$ cat config.mk
export PLATFORM = sky130hd
export DESIGN_NAME = add_pipe_rca_flat
export DESIGN_NICKNAME = d
export VERILOG_FILES = /design/src/rtl/add_pipe_rca_if.sv /design/src/rtl/add_pipe_rca.sv /design/src/flat_wrapper.sv
export SDC_FILE = /design/constraint.sdc
export NUM_CORES = 1
export LEC_CHECK = 0
export BUFFER_PORTS_ARGS = -buffer_cell sky130_fd_sc_hd__buf_2
export CAP_MARGIN = 25
export CORE_UTILIZATION = 51
export CTS_BUF_LIST = sky130_fd_sc_hd__clkbuf_4 sky130_fd_sc_hd__clkbuf_8 sky130_fd_sc_hd__clkbuf_16
export DETAILED_ROUTE_END_ITERATION = 16
export PLACE_DENSITY = 0.9
export SETUP_SLACK_MARGIN = 0.2
export SYNTH_ARGS = -nofsm -noshare
export SYNTH_HDL_FRONTEND = slang
export SYNTH_SLANG_ARGS = --single-unit
$ cat constraint.sdc
create_clock -name clk -period 2.7 [get_ports clk]
set_input_delay 0.135 -clock clk [delete_from_list [all_inputs] [get_ports clk]]
set_output_delay 0.135 -clock clk [all_outputs]
set_load 0.01 [all_outputs]
$ cat src/rtl/add_pipe_rca_if.sv
// Streaming handshake bundle for add_pipe_rca: operand side (in_*) and result side (out_*).
// The sat field exists only when ADD_PIPE_RCA_SAT_EN is defined.
interface add_pipe_rca_if #(
  parameter int WIDTH = 8
);
  logic             in_valid;
  logic             in_ready;
  logic [WIDTH-1:0] a;
  logic [WIDTH-1:0] b;
  logic             c_in;
  logic             out_valid;
  logic             out_ready;
  logic [WIDTH-1:0] sum;
  logic             c_out;
`ifdef ADD_PIPE_RCA_SAT_EN
  logic             sat;

  modport master (
    output in_valid, a, b, c_in, sat, out_ready,
    input  in_ready, out_valid, sum, c_out
  );

  modport slave (
    input  in_valid, a, b, c_in, sat, out_ready,
    output in_ready, out_valid, sum, c_out
  );
`else
  modport master (
    output in_valid, a, b, c_in, out_ready,
    input  in_ready, out_valid, sum, c_out
  );

  modport slave (
    input  in_valid, a, b, c_in, out_ready,
    output in_ready, out_valid, sum, c_out
  );
`endif
endinterface

$ cat src/rtl/add_pipe_rca.sv
// Pipelined ripple-carry adder: WIDTH bits split into STAGES slices, carry registered between slices.
// Optional saturation on carry-out is enabled by defining ADD_PIPE_RCA_SAT_EN.
module add_pipe_rca #(
  parameter int WIDTH  = 8,
  parameter int STAGES = 2
) (
  input logic         clk,
  input logic         rst_n,
  add_pipe_rca_if.slave bus
);

  localparam int S = (STAGES > 0) ? WIDTH / STAGES : 1;

  if (WIDTH < 1 || STAGES < 1 || STAGES > WIDTH || (WIDTH % STAGES) != 0) begin : g_bad_params
    $error("add_pipe_rca: need WIDTH>=1, 1<=STAGES<=WIDTH and WIDTH divisible by STAGES");
  end

  logic             adv;
  logic             out_vld;
  logic [STAGES-1:0] vld_src;
  logic [STAGES-1:0] cin_src;
  logic [WIDTH-1:0] a_src    [STAGES];
  logic [WIDTH-1:0] b_src    [STAGES];
  logic [WIDTH-1:0] psum_src [STAGES];
`ifdef ADD_PIPE_RCA_SAT_EN
  logic [STAGES-1:0] sat_src;
  assign sat_src[0] = bus.sat;
`endif

  // The whole pipe stalls only when a finished result is being held at the output.
  assign adv          = bus.out_ready | ~out_vld;
  assign bus.in_ready = adv;

  assign vld_src[0]  = bus.in_valid;
  assign cin_src[0]  = bus.c_in;
  assign a_src[0]    = bus.a;
  assign b_src[0]    = bus.b;
  assign psum_src[0] = '0;

  for (genvar k = 0; k < STAGES; k++) begin : g_stage
    logic [S:0]       chain;
    logic [WIDTH-1:0] sum_d;
    logic             vld_q;
    logic             cry_q;
    logic [WIDTH-1:0] psum_q;
`ifdef ADD_PIPE_RCA_SAT_EN
    logic             sat_q;
`endif

    always_comb begin
      chain    = '0;
      sum_d    = psum_src[k];
      chain[0] = cin_src[k];
      for (int i = 0; i < S; i++) begin
        sum_d[k*S+i] = a_src[k][k*S+i] ^ b_src[k][k*S+i] ^ chain[i];
        chain[i+1]   = (a_src[k][k*S+i] & b_src[k][k*S+i]) |
                       (chain[i] & (a_src[k][k*S+i] ^ b_src[k][k*S+i]));
      end
    end

    always_ff @(posedge clk or negedge rst_n) begin
      if (!rst_n) begin
        vld_q  <= 1'b0;
        cry_q  <= 1'b0;
        psum_q <= '0;
`ifdef ADD_PIPE_RCA_SAT_EN
        sat_q  <= 1'b0;
`endif
      end else if (adv) begin
        vld_q  <= vld_src[k];
        cry_q  <= chain[S];
        psum_q <= sum_d;
`ifdef ADD_PIPE_RCA_SAT_EN
        sat_q  <= sat_src[k];
`endif
      end
    end

    if (k < STAGES - 1) begin : g_skew
      // Operands ride along so later stages see the upper slices of the same transaction.
      logic [WIDTH-1:0] a_q;
      logic [WIDTH-1:0] b_q;

      always_ff @(posedge clk or negedge rst_n) begin
        if (!rst_n) begin
          a_q <= '0;
          b_q <= '0;
        end else if (adv) begin
          a_q <= a_src[k];
          b_q <= b_src[k];
        end
      end

      assign vld_src[k+1]  = vld_q;
      assign cin_src[k+1]  = cry_q;
      assign a_src[k+1]    = a_q;
      assign b_src[k+1]    = b_q;
      assign psum_src[k+1] = psum_q;
`ifdef ADD_PIPE_RCA_SAT_EN
      assign sat_src[k+1]  = sat_q;
`endif
    end else begin : g_out
      assign out_vld       = vld_q;
      assign bus.out_valid = vld_q;
      assign bus.c_out     = cry_q;
`ifdef ADD_PIPE_RCA_SAT_EN
      assign bus.sum       = (sat_q & cry_q) ? '1 : psum_q;
`else
      assign bus.sum       = psum_q;
`endif
    end
  end

endmodule
$ cat src/flat_wrapper.sv
// flat-port wrapper written by rule: the top's interface ports become plain ports
module add_pipe_rca_flat 
#(
  parameter int WIDTH  = 8,
  parameter int STAGES = 2
)
  (clk, rst_n, bus_in_valid, bus_a, bus_b, bus_c_in, bus_out_ready, bus_in_ready, bus_out_valid, bus_sum, bus_c_out);
  add_pipe_rca_if #(.WIDTH(WIDTH)) bus_i ();
  input logic clk;
  input logic rst_n;
  input wire logic [$bits(bus_i.in_valid)-1:0] bus_in_valid;
  input wire logic [$bits(bus_i.a)-1:0] bus_a;
  input wire logic [$bits(bus_i.b)-1:0] bus_b;
  input wire logic [$bits(bus_i.c_in)-1:0] bus_c_in;
  input wire logic [$bits(bus_i.out_ready)-1:0] bus_out_ready;
  output wire logic [$bits(bus_i.in_ready)-1:0] bus_in_ready;
  output wire logic [$bits(bus_i.out_valid)-1:0] bus_out_valid;
  output wire logic [$bits(bus_i.sum)-1:0] bus_sum;
  output wire logic [$bits(bus_i.c_out)-1:0] bus_c_out;
  assign bus_i.in_valid = bus_in_valid;
  assign bus_i.a = bus_a;
  assign bus_i.b = bus_b;
  assign bus_i.c_in = bus_c_in;
  assign bus_i.out_ready = bus_out_ready;
  assign bus_in_ready = bus_i.in_ready;
  assign bus_out_valid = bus_i.out_valid;
  assign bus_sum = bus_i.sum;
  assign bus_c_out = bus_i.c_out;
  add_pipe_rca #(.WIDTH(WIDTH), .STAGES(STAGES)) u_core (.clk(clk), .rst_n(rst_n), .bus(bus_i));
endmodule
# Word level (Yosys, flattened, before mapping)
# Index checks and enable logic that the tools add are counted.
dict set report word_totals {
  ff_bits 32
  input_bits 21
  output_inout_bits 11
  word_cells 50
}
dict set report classes {
  n_bitwise 42
}
# op count
set ops {}
lappend ops {{$and 1x1->1} 16}
lappend ops {{$xor 1x1->1} 16}
lappend ops {{$or 1x1->1} 9}
lappend ops {{$not 1->1} 1}

# Logic depth before layout (Yosys ltp)
dict set report logic_depth {
  ltp_word 9
  depth_mapped 8
  mapped_depth_nobuf 8
}

# Worst setup path after synthesis
# No wires, ideal clock.
dict set report synth_path {
  kind {register to register}
  start {register u_core.g_stage[0].g_skew.b_q[4]}
  end {register u_core.g_stage[1].psum_q[7] (netlist: u_core.bus.sum[7])}
  setup_ns 0.077
  t_arrival_ns 1.922
  required_time_ns 2.623
  path_slack_ns 0.701
  stages_incl_launch_ff 9
  path_buffers 0
  period_less_slack_ns 1.999
  cell_sequence {dfrtp_1 > inv_1 > fa_1 > inv_1 > fa_1 > fa_1 > inv_1 > fa_1 > a21oi_1}
}
dict set report synth_via {
  elab_chain_cells 8
  elab_cells_between_ends 9
  cone_classes {bitwise (9)}
}
# item line
set synth_rtl {}
lappend synth_rtl {{start: declaration} add_pipe_rca.sv:82} ;# logic [WIDTH-1:0] b_q;
lappend synth_rtl {{start signal: assignment} add_pipe_rca.sv:90} ;# b_q <= b_src[k];
lappend synth_rtl {{$xor 1x1->1} add_pipe_rca.sv:57} ;# (chain[i] & (a_src[k][k*S+i] ^ b_src[k][k*S+i]));
lappend synth_rtl {{$and 1x1->1} add_pipe_rca.sv:57}
lappend synth_rtl {{$or 1x1->1 (*)} add_pipe_rca.sv:56} ;# chain[i+1] = (a_src[k][k*S+i] & b_src[k][k*S+i]) |
lappend synth_rtl {{$and 1x1->1 (*)} add_pipe_rca.sv:57}
lappend synth_rtl {{$or 1x1->1 (*)} add_pipe_rca.sv:56}
lappend synth_rtl {{$and 1x1->1 (*)} add_pipe_rca.sv:57}
lappend synth_rtl {{$or 1x1->1 (*)} add_pipe_rca.sv:56}
lappend synth_rtl {{$xor 1x1->1 (*)} add_pipe_rca.sv:55} ;# sum_d[k*S+i] = a_src[k][k*S+i] ^ b_src[k][k*S+i] ^ chain[i];
lappend synth_rtl {{end signal: assignment} add_pipe_rca.sv:72} ;# psum_q <= sum_d;
lappend synth_rtl {{end: declaration} add_pipe_rca.sv:45} ;# logic [WIDTH-1:0] psum_q;
# Mark *: on every way between the ends. The rest lies on a longest branch, timed or not.
# A chain may end at the register's enable or synchronous reset.

# Worst setup path after layout
# Same ends and word-level chain as after synthesis.

==> reports/results.txt <==
Status - finished, final reports clean
CTS Buffer Depth - 2
Asr flop ratio synth - 1.00
Tcrit/Tclk final - 0.797
Initial antenna violation count - 0
Io pins - 32
Clk sinks - 24
Gpl congestion - 0.761
Layout Nets - 143
CTS Buf Count - 3
Post-Layout Cell Count - 141
Synthesized flop and latch total - 24
Initial Utilization - 0.537
Crit Path Max Fanout - 2
Die height - 50.0 um
DR vias - 686
I/O Buffers - 31
Sequential fraction of the synthesis area - 0.510
Worst-path cell chain - inv_1 > fa_1 > inv_1 > fa_1 > fa_1 > inv_1 > fa_1 > a21oi_1
# fillers - 184
Sequential cell area - 601 sq um
DR WL/cell - 13.5 um
Vias per cell - 4.87
# diodes - 0
Worst Setup Start Kind - flop
RSZ-0062 raised after global routing - false
Post-synth top area cell - dfrtp_1
Worst Tran Pin Value - 526 ps
Area of the multi-input gates - 482 sq um
Grt ovf - 0
Core area - 2190 sq um
Post-Synthesis Cells - 79
Worst min path class - in -> reg
Setup repair bufs after CTS - 0
Clk_lat worst skew - 320 ps
Seq pwr share - 0.473
Leakage Power - 0.000716 uW
Synth top cells by count - dfrtp_1 (24), inv_1 (14), mux2_4 (12)
Worst VDD drop - 0.593 mV
Placed Instances - 136
Setup-failing EPs final - 0
Die footprint - 2500 sq um
Die X - 50.0 um
Fmax - 465 MHz
Max Cap Viol - 0
Delay of the slowest cell on the worst path - 410 ps
Core Util, Final - 0.637
Setup TNS - 0 ps
Final hold vios - 0
Area Growth Syn to Fin - 18.5%
Final Skew - 9.76 ps
Critical path's slowest cell - fa_1
GRT Total Usage - 0.185
H-tree levels - 1
Cell variety after synth - 11
Vias in the first global route - 722
Pint - 756 uW
Synth top area cells - dfrtp_1 (51%), mux2_4 (15%), fa_1 (14%), mux2_2 (4.8%), inv_1 (4.5%)
Gate power share - 0.279
Clk root buf - clkbuf_4
Setup CP Type - reg -> reg
CTS tree - built
Initial DRC Count - 3
Switch share - 0.273
PnR worst setup slack - 548 ps
Syn Nets - 108
Largest net degree at the start of global routing - 25
Final Critical Period - 2150 ps
Final Max Slew Viols - 0
Share of the synthesized area in the top cell type - 0.510
Syn avg cell area - 14.9 sq um
Yosys warning count - 0
CP Data Required Time - 2960 ps
Number of synthesized flops with an enable pin - 0
Post-Route WL - 1910 um
Clk slew on worst S/H paths - 130 ps
Drt drc - 0
DR pass1 iterations - 4
PwrDens - 745 nW/um^2
Switch Pwr - 284 uW
Synthesized area - 1180 sq um
Layout cells sized above 1 - 0.469
Post_cts resized - 0
Worst slew margin - 0.650
Bufs and invs on worst path - 3
Clock share of power - 0.248
Row cnt - 17
Post-placement worst setup slack - 526 ps
Worst EP arrival - 2410 ps
Top-count cell post-synth - dfrtp_1
Prevailing post-synth register cell - dfrtp_1
First-pass GRT wire length - 3280 um
CP most frequent cell - fa_1
Final antenna-violating net count - 0
Top Family by Delay on Critical Path - adder cells
CP endpoint kind - flop
[cell families after synthesis]
family	count (synthesis)	synth area share
compound gates	5	0.0213
fa+ha+maj	8	0.136
buf+inv	17	0.0808
flops	24	0.510
mux	18	0.209
simple gates	7	0.0425
[per-layer routing]
layer	vias up	part of all wire	global-route usage
met5	-	0	0
met4	0	0.012	0.0571
met1	336	0.44	0.239
li1	321	-	-
met2	24	0.48	0.291
met3	5	0.063	0.0648
[final timing paths]
| kind | from | to | slack [ps] | cells after the start |
|---|---|---|---|---|
| setup / recovery | u_core.g_stage[0].g_skew.b_q[4]$_DFFE_PN0P_ | u_core.bus.sum[7]$_DFFE_PN0P_ | 550 | 8 |
| hold reg to reg | u_core.g_stage[0].vld_q$_DFFE_PN0P_ | u_core.bus.out_valid$_DFFE_PN0P_ | 500 | 1 |
| hold / removal | bus_b[7] | u_core.g_stage[0].g_skew.b_q[7]$_DFFE_PN0P_ | 30 | 2 |
| max in group asynchronous | rst_n | u_core.g_stage[0].g_skew.a_q[6]$_DFFE_PN0P_ | 2040 | 2 |
| min in group asynchronous | rst_n | u_core.bus.sum[4]$_DFFE_PN0P_ | 300 | 2 |
| setup reg to reg | u_core.g_stage[0].g_skew.b_q[4]$_DFFE_PN0P_ | u_core.bus.sum[7]$_DFFE_PN0P_ | 550 | 8 |
[state kept, by name, indices dropped and copies added (netlist names)]
signal	flops
u_core.g_stage.vld_q	1
u_core.g_stage.cry_q	1
u_core.bus.out_valid	1
u_core.bus.sum	8
u_core.bus.c_out	1
u_core.g_stage.psum_q	4
u_core.g_stage.g_skew.a_q	4
u_core.g_stage.g_skew.b_q	4
[cells in the final DEF, fill, tap and decap left out]
cell type      count
buf_2             31
mux2i_1            1
buf_4              1
dlygate4sd3_1      1
nand2b_1           2
mux2_2             5
mux2_4            12
inv_1             14
a21oi_1            5
bufinv_16          1
dfrtp_1           24
fa_1               8
nor3b_1            5
clkbuf_4           3
[metrics by stage]
stage,power (uW),hold slack (ps),instance area [sq um]
2_1_floorplan,690,-161,1180
3_3_place_gp,780,129,1330
3_5_place_dp,794,143,1330
4_1_cts,1060,12.8,1400
5_1_grt,1110,9.82,1400
6_report,1040,26.3,1400
[layout make-up]
| type | instances | share of cell area |
|---|---|---|
| Inverter | 14 | 0.0377 |
| Multi-Input combinational cell | 38 | 0.345 |
| Clock buffer | 3 | 0.0161 |
| Sequential cell | 24 | 0.430 |
| Tap cell | 28 | 0.0251 |
| Clock inverter | 1 | 0.0215 |
| Timing Repair Buffer | 33 | 0.124 |
[power by group through the flow]
stage / logic (uW) / clock network, uW / registers (uW)
after global routing: 321 / 285 / 503
after CTS: 297 / 269 / 493
after floorplan: 172 / 0 / 519
after global placement: 282 / 0 / 498
final: 290 / 258 / 492
after detailed placement: 295 / 0 / 499
[worst reg2reg max path, stage by stage, from the launching register on]
cell     delay, ps
dfrtp_1        400
inv_1           80
fa_1           170
inv_1           50
fa_1           380
fa_1           370
inv_1           80
fa_1           410
a21oi_1        140
[repair_timing]
item / in CTS / in global routing
hold buffers: 1 / 0
endpoints found under the hold margin: 24 / 0
endpoints found under the setup margin: 0 / 0
(Power assumes the default switching activity.)
